--- config.mk ---
export PLATFORM = sky130hd
export DESIGN_NAME = sd_crc16_lanes_flat
export DESIGN_NICKNAME = d
export VERILOG_FILES = /design/src/rtl/sd_crc16_lanes_if.sv /design/src/rtl/sd_crc16_lanes.sv /design/src/flat_wrapper.sv
export SDC_FILE = /design/constraint.sdc
export NUM_CORES = 1
export LEC_CHECK = 0
export ABC_AREA = 0
export BUFFER_PORTS_ARGS = -buffer_cell sky130_fd_sc_hd__buf_2
export CORE_MARGIN = 1.5
export CORE_UTILIZATION = 51
export CTS_CLUSTER_DIAMETER = 200
export CTS_CLUSTER_SIZE = 12
export DETAILED_ROUTE_END_ITERATION = 16
export MAX_ROUTING_LAYER = met4
export PLACE_DENSITY = 0.78
export SLEW_MARGIN = 20
export SYNTH_ARGS = -nofsm -noshare
export SYNTH_HDL_FRONTEND = slang
export SYNTH_SLANG_ARGS = --single-unit
--- constraint.sdc ---
create_clock -name clk -period 2.63 [get_ports clk]
set_input_delay 0.526 -clock clk [delete_from_list [all_inputs] [get_ports clk]]
set_output_delay 0.526 -clock clk [all_outputs]
set_load 0.05 [all_outputs]
--- src/rtl/sd_crc16_lanes_if.sv ---
// Handshake/bus bundle for the multi-lane SD CRC-16 block.
// The master drives data and control; the slave (CRC block) returns results.
interface sd_crc16_lanes_if #(
    parameter int LANES = 4
);
    logic                   clear;
    logic                   en;
    logic [LANES-1:0]       din;
    logic                   out_start;
    logic [16*LANES-1:0]    crc;
    logic [LANES-1:0]       crc_zero;
    logic                   busy;
    logic                   out_valid;
    logic [LANES-1:0]       out_bit;
    logic                   out_last;

    modport master (
        output clear,
        output en,
        output din,
        output out_start,
        input  crc,
        input  crc_zero,
        input  busy,
        input  out_valid,
        input  out_bit,
        input  out_last
    );

    modport slave (
        input  clear,
        input  en,
        input  din,
        input  out_start,
        output crc,
        output crc_zero,
        output busy,
        output out_valid,
        output out_bit,
        output out_last
    );
endinterface

--- src/rtl/sd_crc16_lanes.sv ---
// One CRC-16 LFSR per SD DAT line, with MSB-first serial shift-out.
// Feeding data plus received CRC leaves a zero remainder on a good lane.
module sd_crc16_lanes #(
    parameter int          LANES = 4,
    parameter logic [15:0] POLY  = 16'h1021
) (
    input logic              clk,
    input logic              rst,
    sd_crc16_lanes_if.slave  bus
);

    typedef enum logic {
        IDLE  = 1'b0,
        SHIFT = 1'b1
    } state_t;

    state_t                 state_q;
    logic [3:0]             cnt_q;
    logic [LANES-1:0][15:0] crc_q;

    logic [LANES-1:0][15:0] absorb_d;
    logic [LANES-1:0][15:0] shift_d;
    logic [LANES-1:0]       zero_d;
    logic [LANES-1:0]       bit_d;
    logic                   shifting;

    // One serial LFSR step: feedback is incoming bit xor current MSB.
    function automatic logic [15:0] lfsr_step(
        input logic [15:0] r,
        input logic        b
    );
        logic fb;
        fb = b ^ r[15];
        return {r[14:0], 1'b0} ^ (fb ? POLY : 16'h0000);
    endfunction

    assign shifting = (state_q == SHIFT);

    // Candidate next remainders for absorbing data and for shifting out.
    always_comb begin
        absorb_d = '0;
        shift_d  = '0;
        for (int k = 0; k < LANES; k++) begin
            absorb_d[k] = lfsr_step(crc_q[k], bus.din[k]);
            shift_d[k]  = {crc_q[k][14:0], 1'b0};
        end
    end

    // Control FSM and remainder registers; clear beats start beats data.
    always_ff @(posedge clk or posedge rst) begin
        if (rst) begin
            state_q <= IDLE;
            cnt_q   <= 4'd0;
            crc_q   <= '0;
        end else if (bus.clear) begin
            state_q <= IDLE;
            cnt_q   <= 4'd0;
            crc_q   <= '0;
        end else begin
            unique case (state_q)
                IDLE: begin
                    if (bus.out_start) begin
                        state_q <= SHIFT;
                        cnt_q   <= 4'd15;
                    end else if (bus.en) begin
                        crc_q <= absorb_d;
                    end
                end
                SHIFT: begin
                    if (cnt_q == 4'd0) begin
                        state_q <= IDLE;
                        crc_q   <= '0;
                    end else begin
                        cnt_q <= cnt_q - 4'd1;
                        crc_q <= shift_d;
                    end
                end
                default: begin
                    state_q <= IDLE;
                    cnt_q   <= 4'd0;
                    crc_q   <= '0;
                end
            endcase
        end
    end

    // Per-lane outputs derived purely from registers.
    always_comb begin
        zero_d = '0;
        bit_d  = '0;
        for (int k = 0; k < LANES; k++) begin
            zero_d[k] = (crc_q[k] == 16'h0000);
            bit_d[k]  = shifting & crc_q[k][15];
        end
    end

    assign bus.crc       = crc_q;
    assign bus.crc_zero  = zero_d;
    assign bus.busy      = shifting;
    assign bus.out_valid = shifting;
    assign bus.out_bit   = bit_d;
    assign bus.out_last  = shifting && (cnt_q == 4'd0);

endmodule

--- src/flat_wrapper.sv ---
// flat-port wrapper written by rule: the top's interface ports become plain ports
module sd_crc16_lanes_flat 
#(
    parameter int          LANES = 4,
    parameter logic [15:0] POLY  = 16'h1021
)
  (clk, rst, bus_clear, bus_en, bus_din, bus_out_start, bus_crc, bus_crc_zero, bus_busy, bus_out_valid, bus_out_bit, bus_out_last);
  sd_crc16_lanes_if #(.LANES(LANES)) bus_i ();
  input logic clk;
  input logic rst;
  input wire logic [$bits(bus_i.clear)-1:0] bus_clear;
  input wire logic [$bits(bus_i.en)-1:0] bus_en;
  input wire logic [$bits(bus_i.din)-1:0] bus_din;
  input wire logic [$bits(bus_i.out_start)-1:0] bus_out_start;
  output wire logic [$bits(bus_i.crc)-1:0] bus_crc;
  output wire logic [$bits(bus_i.crc_zero)-1:0] bus_crc_zero;
  output wire logic [$bits(bus_i.busy)-1:0] bus_busy;
  output wire logic [$bits(bus_i.out_valid)-1:0] bus_out_valid;
  output wire logic [$bits(bus_i.out_bit)-1:0] bus_out_bit;
  output wire logic [$bits(bus_i.out_last)-1:0] bus_out_last;
  assign bus_i.clear = bus_clear;
  assign bus_i.en = bus_en;
  assign bus_i.din = bus_din;
  assign bus_i.out_start = bus_out_start;
  assign bus_crc = bus_i.crc;
  assign bus_crc_zero = bus_i.crc_zero;
  assign bus_busy = bus_i.busy;
  assign bus_out_valid = bus_i.out_valid;
  assign bus_out_bit = bus_i.out_bit;
  assign bus_out_last = bus_i.out_last;
  sd_crc16_lanes #(.LANES(LANES), .POLY(POLY)) u_core (.clk(clk), .rst(rst), .bus(bus_i));
endmodule
### Word-level counts from Yosys, hierarchy flattened

Index checks and enable logic that the tools add are counted.

* bits in registers: 69
* input bits: 9
* output and inout bits: 75
* word-level logic and storage cells: 49

* add/sub/neg operators: 1
* eq/ne operators: 4
* multiplexer cells: 17
* bitwise gates (word level): 13
* reductions and logical operators: 8

Operators by type and width (count)
* $mux 64: 4
* $pmux 64 s2: 1
* $logic_not 16->1: 4
* $xor 16x16->16: 4
* $mux 13: 4
* $mux 4: 3
* $ne 3x3->1 const B: 4
* $pmux 4 s2: 1
* $and 1x1->1: 4
* $logic_not 4->1: 1
* $reduce_and 2->1: 2
* $sub 4x1->4 const B: 1
* $xor 1x1->1: 4
* $mux 1: 3
* $pmux 1 s2: 1
* $logic_and 1x1->1: 1
* $not 1->1: 1

### Depth between registers and ports, before layout

Gate-level depths: netlist of run 1.

* depth in word-level cells: 7
* mapped depth: 8

### Least setup slack after synthesis of run 1

No wires, ideal clock.

* path type: flip-flop to output port
* start point: register u_core.state_q (netlist: u_core.bus.busy)
* end point: output bus_out_bit[0]
* arrival time: 1.410 ns
* required time: 2.104 ns
* path slack: 0.694 ns
* stages on the path, launching flop included: 3
* path buffers: 1
* cells stage by stage: dfrtp_1 buf_2 and2_1

* cells in the longest elaborated chain, start to end: 1

RTL lines
* from (decl): RTL line sd_crc16_lanes.sv:17 `state_t state_q;`
* from (signal assigned): RTL line sd_crc16_lanes.sv:52 `state_q <= IDLE;`
* from (signal assigned): RTL line sd_crc16_lanes.sv:56 `state_q <= IDLE;`
* from (signal assigned): RTL line sd_crc16_lanes.sv:63 `state_q <= SHIFT;`
* $and 1x1->1: RTL line sd_crc16_lanes.sv:93 `bit_d[k] = shifting & crc_q[k][15];`
* to (decl): RTL line flat_wrapper.sv:19 `output wire logic [$bits(bus_i.out_bit)-1:0] bus_out_bit;`

Every way passes these cells.

### Worst setup path after layout of run 1

* start point: register u_core.state_q (netlist: u_core.bus.busy)
* end point: output bus_out_last

* cells in the longest elaborated chain, start to end: 1

RTL lines
* $logic_and 1x1->1: RTL line sd_crc16_lanes.sv:102 `assign bus.out_last = shifting && (cnt_q == 4'd0);`
* to (decl): RTL line flat_wrapper.sv:20 `output wire logic [$bits(bus_i.out_last)-1:0] bus_out_last;`

Every way passes these cells.

==> results.sh, run 1 <==
export IMPL_grt_overflow_total=0
export IMPL_htree_levels=3
export IMPL_fin_nets=420
export IMPL_timing_rr_end="u_core.bus.crc[62]$_DFFE_PP0P_"
export IMPL_ys_types=29
export IMPL_final_period_utilization=0.867
export IMPL_io_pins=84
export IMPL_endpoint_kind="primary output"
export IMPL_fin_crit_ns=2.28
export IMPL_worst_slack_ns=0.351
export IMPL_finalClockSkew_ns=0.00920
export IMPL_synth_edff_count=0
export IMPL_outcome="complete, no violations"
export IMPL_relSlewSlack=0.547
export IMPL_grtUsageTotal=0.239
export IMPL_cts_made_buffers=9
export IMPL_cts_sinks=69
export IMPL_fillers=501
export IMPL_worstHoldPathType="primary input to asynchronous set/reset pin"
export IMPL_antenna_cells=0
export IMPL_drc=0
export IMPL_power_density_mw_per_mm2=666
export IMPL_grt_pass1_wl_um=11500
export IMPL_drtAntennaViolNets=0
export IMPL_cap_violations=0
export IMPL_crit_type="register to primary output"
export IMPL_cts_hold_buf=0
export IMPL_avgSynthCellArea_um2=9.36
export IMPL_reg2reg_depth=8
export IMPL_fin_tns_setup_ns=0
export IMPL_drt_iter0_markers=206
export IMPL_synth_net_count=341
export IMPL_required_ns=2.10
export IMPL_reg2reg_slack_ns=0.94
export IMPL_slew_viol_final=0
export IMPL_tightest_slew_ns=0.677
export IMPL_crit_path_start="u_core.bus.busy$_DFF_PP0_"
export IMPL_post_cts_resized=0
export IMPL_hold_violations=0
export IMPL_synth_seq_cells=69
export IMPL_clock_latency_ns=0.35
export IMPL_path_max_fanout=14
export IMPL_crit_path_start_kind="register"
export IMPL_drive_gt1_frac=0.258
export IMPL_grt_max_degree=99
export IMPL_grt_setup_unrepaired="no"
export IMPL_cts_reportedPaths_clkPinSlew_ns=0.08
export IMPL_clock_path_buffers=2
export IMPL_peakVddDrop_mv=0.388
export IMPL_yosysSeqAreaShare=0.557
export IMPL_setup_viol=0
export IMPL_initial_utilization=0.526
export IMPL_io_buffers=83
export IMPL_root_buffer="clkbuf_8"
export IMPL_post_dp_hpwl_um=4880
export IMPL_synth_top_area_frac=0.557
export IMPL_fmax_mhz=439
export IMPL_leakagePower_uw=0.00188
export IMPL_cts_tree="built"
export IMPL_synthArstFlopShare=1.00
export IMPL_synth_top_area_cell="dfrtp_1"
export IMPL_arrival_ns=1.75
export IMPL_total_power_uw=2490
export IMPL_die_y_um=80.9
export IMPL_vias=2682
export IMPL_ys_warnings_count=0
export IMPL_viasPerCell=5.47
export IMPL_antenna_found_initial=0
export IMPL_synth_area_mm2=0.00310
export IMPL_endpoint="bus_out_last"
export IMPL_wirelength_um=7250
export IMPL_place_ws_ns=0.730
export IMPL_die_w_um=80.9
export IMPL_netlist_instances=331
export IMPL_area_growth_pct=20.6
export IMPL_r2r_start="u_core.cnt_q[0]$_DFFE_PP0P_"
export IMPL_design_core_area_mm2=0.00589
export IMPL_yosys_top_cells_area="dfrtp_1 (56%), nand2_1 (13%), o21ai_0 (5.7%)"
export IMPL_wl_per_cell_um=14.8
export IMPL_place_gp_congestion=0.924
export IMPL_first_global_vias=2383
export IMPL_first_pass_iters=4
export IMPL_die_area_mm2=0.00655
export IMPL_placementRows=28
export IMPL_post_cts_buffers=0
export IMPL_synth_top_flop_cell="dfrtp_1"
## how the worst min path moves through the flow
stage	from	end	slack, ns	depth (start not counted)
after floorplan	u_core.cnt_q[0]$_DFFE_PP0P_	u_core.cnt_q[0]$_DFFE_PP0P_	0.52	2
after global placement	u_core.bus.crc[29]$_DFFE_PP0P_	u_core.bus.crc[29]$_DFFE_PP0P_	0.51	2
after detailed placement	u_core.bus.crc[56]$_DFFE_PP0P_	u_core.bus.crc[56]$_DFFE_PP0P_	0.52	2
after CTS	rst	u_core.bus.crc[35]$_DFFE_PP0P_	0.18	2
after global routing	rst	u_core.bus.crc[36]$_DFFE_PP0P_	0.21	2
final	rst	u_core.bus.crc[36]$_DFFE_PP0P_	0.18	2
## area by class of cell
cell class	count	area, um^2	area share
Inverter	5	18.8	0.00502
Clock inverter	3	20.0	0.00536
Multi-Input combinational cell	237	1240	0.332
Timing Repair Buffer	88	478	0.128
Sequential cell	69	1730	0.462
Tap cell	75	93.8	0.0251
Clock buffer	13	159	0.0425
## per-layer routing
metal | up-vias | global-route usage | wire [um]
met3 | 12 | 0.0461 | 414
met1 | 1291 | 0.342 | 3390
met5 | - | - | 0
met4 | 0 | 0.109 | 114
met2 | 85 | 0.328 | 3330
li1 | 1294 | - | -
## flip-flops by register name, summed over array words and instances, names as in the netlist
register,count
u_core.bus.busy,1
u_core.bus.crc,64
u_core.cnt_q,4
## cells in the final DEF, fill, tap and decap left out
cell type	synthesis	final
nand2_1	110	110
buf_2	10	83
dfrtp_1	69	69
o21ai_0	35	35
o21ai_1	19	19
nor4_1	16	16
a22o_1	12	12
clkbuf_8	0	11
mux2i_1	8	8
nor2_1	5	5
xor2_1	4	4
a21o_1	4	4
and4_1	4	4
and2_1	4	4
inv_2	2	3
nor3_1	3	3
buf_4	6	3
nand2b_1	2	2
inv_1	3	2
or3_1	2	2
a31oi_1	2	2
clkinvlp_4	0	2
clkbuf_1	3	2
buf_12	0	2
nor3b_4	1	1
nand4bb_1	1	1
nor2_4	1	1
a21oi_1	1	1
a311oi_1	1	1
nand4b_1	1	1
ha_1	1	1
clkinv_2	0	1
## cells in the mapped netlist (4+ instances only)
library cell  instances
mux2i_1               8
nand2_1             110
nor2_1                5
xor2_1                4
o21ai_1              19
buf_4                 6
a21o_1                4
and2_1                4
and4_1                4
buf_2                10
dfrtp_1              69
o21ai_0              35
nor4_1               16
a22o_1               12
## kinds of logic after synthesis
| kind of cell | after synthesis | synth area share |
|---|---|---|
| mux | 8 | 0.0258 |
| simple gates | 150 | 0.220 |
| xor+xnor | 4 | 0.0113 |
| compound gates | 74 | 0.139 |
| fa+ha+maj | 1 | 0.00404 |
| buf+inv | 25 | 0.0420 |
| flops | 69 | 0.557 |
## where the power goes
part,switching (uW),total [uW],internal [uW]
clock network,392,785,393
registers,56.5,1160,1110
logic,404,539,135
total,853,2490,1640
## stage by stage
step	std cells	hold WS [ns]	util	instance area, um^2
6_report	490	0.176	0.635	3740
3_5_place_dp	474	0.524	0.605	3560
4_1_cts	490	0.178	0.635	3740
3_3_place_gp	474	0.505	0.605	3560
5_1_grt	490	0.206	0.635	3740
2_1_floorplan	331	0.521	-	3100
## critical path, cell delays in order, from the launching register on
cell	delay [ns]
dfrtp_1	0.63
nand4bb_1	0.25
inv_2	0.23
buf_2	0.31
No activity file was read; power rests on OpenSTA's default activity.
==> inputs of run 2 (changes only) <==
--- a/config.mk
+++ b/config.mk
@@ -5,7 +5,6 @@
 export SDC_FILE = /design/constraint.sdc
 export NUM_CORES = 1
 export LEC_CHECK = 0
-export ABC_AREA = 0
 export BUFFER_PORTS_ARGS = -buffer_cell sky130_fd_sc_hd__buf_2
 export CORE_MARGIN = 1.5
 export CORE_UTILIZATION = 51
==> constraint.sdc (replaced) <==
create_clock -name clk -period 2.63 [get_ports clk]
set_input_delay 0.263 -clock clk [delete_from_list [all_inputs] [get_ports clk]]
set_output_delay 0.263 -clock clk [all_outputs]
set_load 0.05 [all_outputs]
==> run 2 against run 1 <==
Register-to-register slack lost 0.22 ns. Worst hold slack gained 0.086 ns. Non-clock buffer count is 1 higher. Combinational power decreased by 1%. Die area is the same. Critical endpoint unchanged. Cell count stayed put. Critical path depth stayed put. Sequential share of layout area barely moved. Critical path type unchanged. Final area down 0.10%.
==> results.sh, run 2 (synthesized netlist as in run 1, its figures left out) <==
export IMPL_vias=2708
export IMPL_htree_levels=3
export IMPL_antenna_found_initial=0
export IMPL_fillers=497
export IMPL_fin_hold_ws_ns=0.262
export IMPL_die_w_um=80.9
export IMPL_p_seq_frac=0.471
export IMPL_slew_viol_final=0
export IMPL_drive_gt1_frac=0.255
export IMPL_antenna_cells=0
export IMPL_largest_reg_flops=64
export IMPL_p_int_uw=1650
export IMPL_root_buffer="clkbuf_8"
export IMPL_power_density_mw_per_mm2=664
export IMPL_relSlewSlack=0.568
export IMPL_path_buf_inv=2
export IMPL_clock_path_buffers=2
export IMPL_setup_viol=0
export IMPL_multiInputGateArea_mm2=0.00124
export IMPL_grt_setup_unrepaired="no"
export IMPL_wirelength_um=6960
export IMPL_final_cell_mix="nand2_1 (110), buf_2 (83), dfrtp_1 (69)"
export IMPL_first_pass_iters=4
export IMPL_cts_reportedPaths_clkPinSlew_ns=0.07
export IMPL_dpl_instance_area_mm2=0.00355
export IMPL_cts_sinks=69
export IMPL_post_dp_hpwl_um=4780
export IMPL_clock_latency_ns=0.33
export IMPL_placementRows=28
export IMPL_place_gp_congestion=0.796
export IMPL_leakagePower_uw=0.00189
export IMPL_finalClockSkew_ns=0.00606
export IMPL_drt_iter0_markers=237
export IMPL_fmax_mhz=478
export IMPL_p_clk_frac=0.315
export IMPL_crit_path_start_kind="register"
export IMPL_fin_tns_setup_ns=0
export IMPL_register_area_mm2=0.00173
export IMPL_worstHoldPathType="primary input to register"
export IMPL_cts_made_buffers=9
export IMPL_final_period_utilization=0.795
export IMPL_crit_slowest_cell="dfrtp_1"
export IMPL_grt_overflow_total=0
export IMPL_final_area_mm2=0.00373
export IMPL_tightest_slew_ns=0.646
export IMPL_combPwrFrac=0.214
export IMPL_max_stage_delay_ns=0.68
export IMPL_layoutNonFillerInstCount=490
export IMPL_grt_max_degree=74
export IMPL_dp_cells=474
export IMPL_drtAntennaViolNets=0
export IMPL_crit_type="register to primary output"
export IMPL_die_area_mm2=0.00655
export IMPL_arrival_ns=1.83
export IMPL_grtUsageTotal=0.235
export IMPL_design_core_area_mm2=0.00589
export IMPL_die_y_um=80.9
export IMPL_hold_violations=0
export IMPL_io_pins=84
export IMPL_sw_frac_of_total=0.333
export IMPL_outcome="complete, no violations"
export IMPL_wl_per_cell_um=14.2
export IMPL_initial_utilization=0.526
export IMPL_crit_chain="nand4bb_1, inv_2, buf_2"
export IMPL_drc=0
export IMPL_crit_family="flip-flops"
export IMPL_path_max_fanout=14
export IMPL_io_buffers=83
export IMPL_fin_crit_ns=2.09
export IMPL_peakVddDrop_mv=0.350
export IMPL_first_global_vias=2358
export IMPL_cap_violations=0
export IMPL_area_growth_pct=20.5
export IMPL_fin_nets=421
export IMPL_endpoint_kind="primary output"
export IMPL_switchingPower_uw=824
export IMPL_post_cts_resized=0
export IMPL_grt_pass1_wl_um=11400
export IMPL_required_ns=2.37
export IMPL_cts_tree="built"
export IMPL_final_common_cell="nand2_1"
export IMPL_viasPerCell=5.53
==> run 2: metrics by stage <==
stage	util	power (uW)	setup WS, ns
after floorplan	-	1600	0.627
after global placement	0.602	1710	0.877
after detailed placement	0.602	1720	0.738
after CTS	0.634	2490	0.544
after global routing	0.634	2600	0.417
final	0.634	2480	0.538
==> run 2: worst reg2reg max path: stages, from the launching register on <==
cell,delay (ns)
dfrtp_1,0.58
nand4bb_1,0.29
inv_2,0.14
nor2_4,0.09
buf_4,0.44
nand2_1,0.13
o21ai_0,0.17
==> run 2: power groups by stage <==
stage               clock network (uW)  logic (uW)  registers (uW)
finish                             781         531            1170
global route                       847         575            1170
CTS                                793         535            1170
detailed placement                   0         533            1190
global placement                     0         525            1180
floorplan                            0         292            1310
==> run 2: metal layers <==
| layer | wire (um) | part of all wire | up-vias | GRT usage |
|---|---|---|---|---|
| met1 | 3210 | 0.46 | 1313 | 0.339 |
| met2 | 3270 | 0.47 | 84 | 0.338 |
| li1 | - | - | 1300 | - |
| met5 | 0 | 0 | - | - |
| met4 | 76 | 0.011 | 0 | 0.0776 |
| met3 | 395 | 0.057 | 11 | 0.0371 |
==> run 2: path summary, 6_finish.rpt <==
path                                           startpoint                              to  slack [ns]  depth (start not counted)
max in group asynchronous                             rst  u_core.bus.crc[13]$_DFFE_PP0P_        1.51                          4
min in group asynchronous                             rst  u_core.bus.crc[34]$_DFFE_PP0P_        0.50                          3
min                                             bus_clear     u_core.cnt_q[0]$_DFFE_PP0P_        0.26                          2
max                             u_core.bus.busy$_DFF_PP0_                    bus_out_last        0.54                          3
min reg2reg                u_core.bus.crc[33]$_DFFE_PP0P_  u_core.bus.crc[33]$_DFFE_PP0P_        0.53                          2
max reg2reg                     u_core.bus.busy$_DFF_PP0_  u_core.bus.crc[27]$_DFFE_PP0P_        0.72                          6
==> run 2: final cells by class <==
class	count	area share
Multi-Input combinational cell	237	0.332
Tap cell	75	0.0251
Timing Repair Buffer	89	0.127
Clock buffer	14	0.0462
Inverter	5	0.00503
Clock inverter	1	0.00134
Sequential cell	69	0.462
==> run 2: what timing repair did <==
item,in CTS,in global routing
setup buffers,0,0
endpoints found under the hold margin,23,0
setup endpoints to repair,0,0
hold buffers,1,0
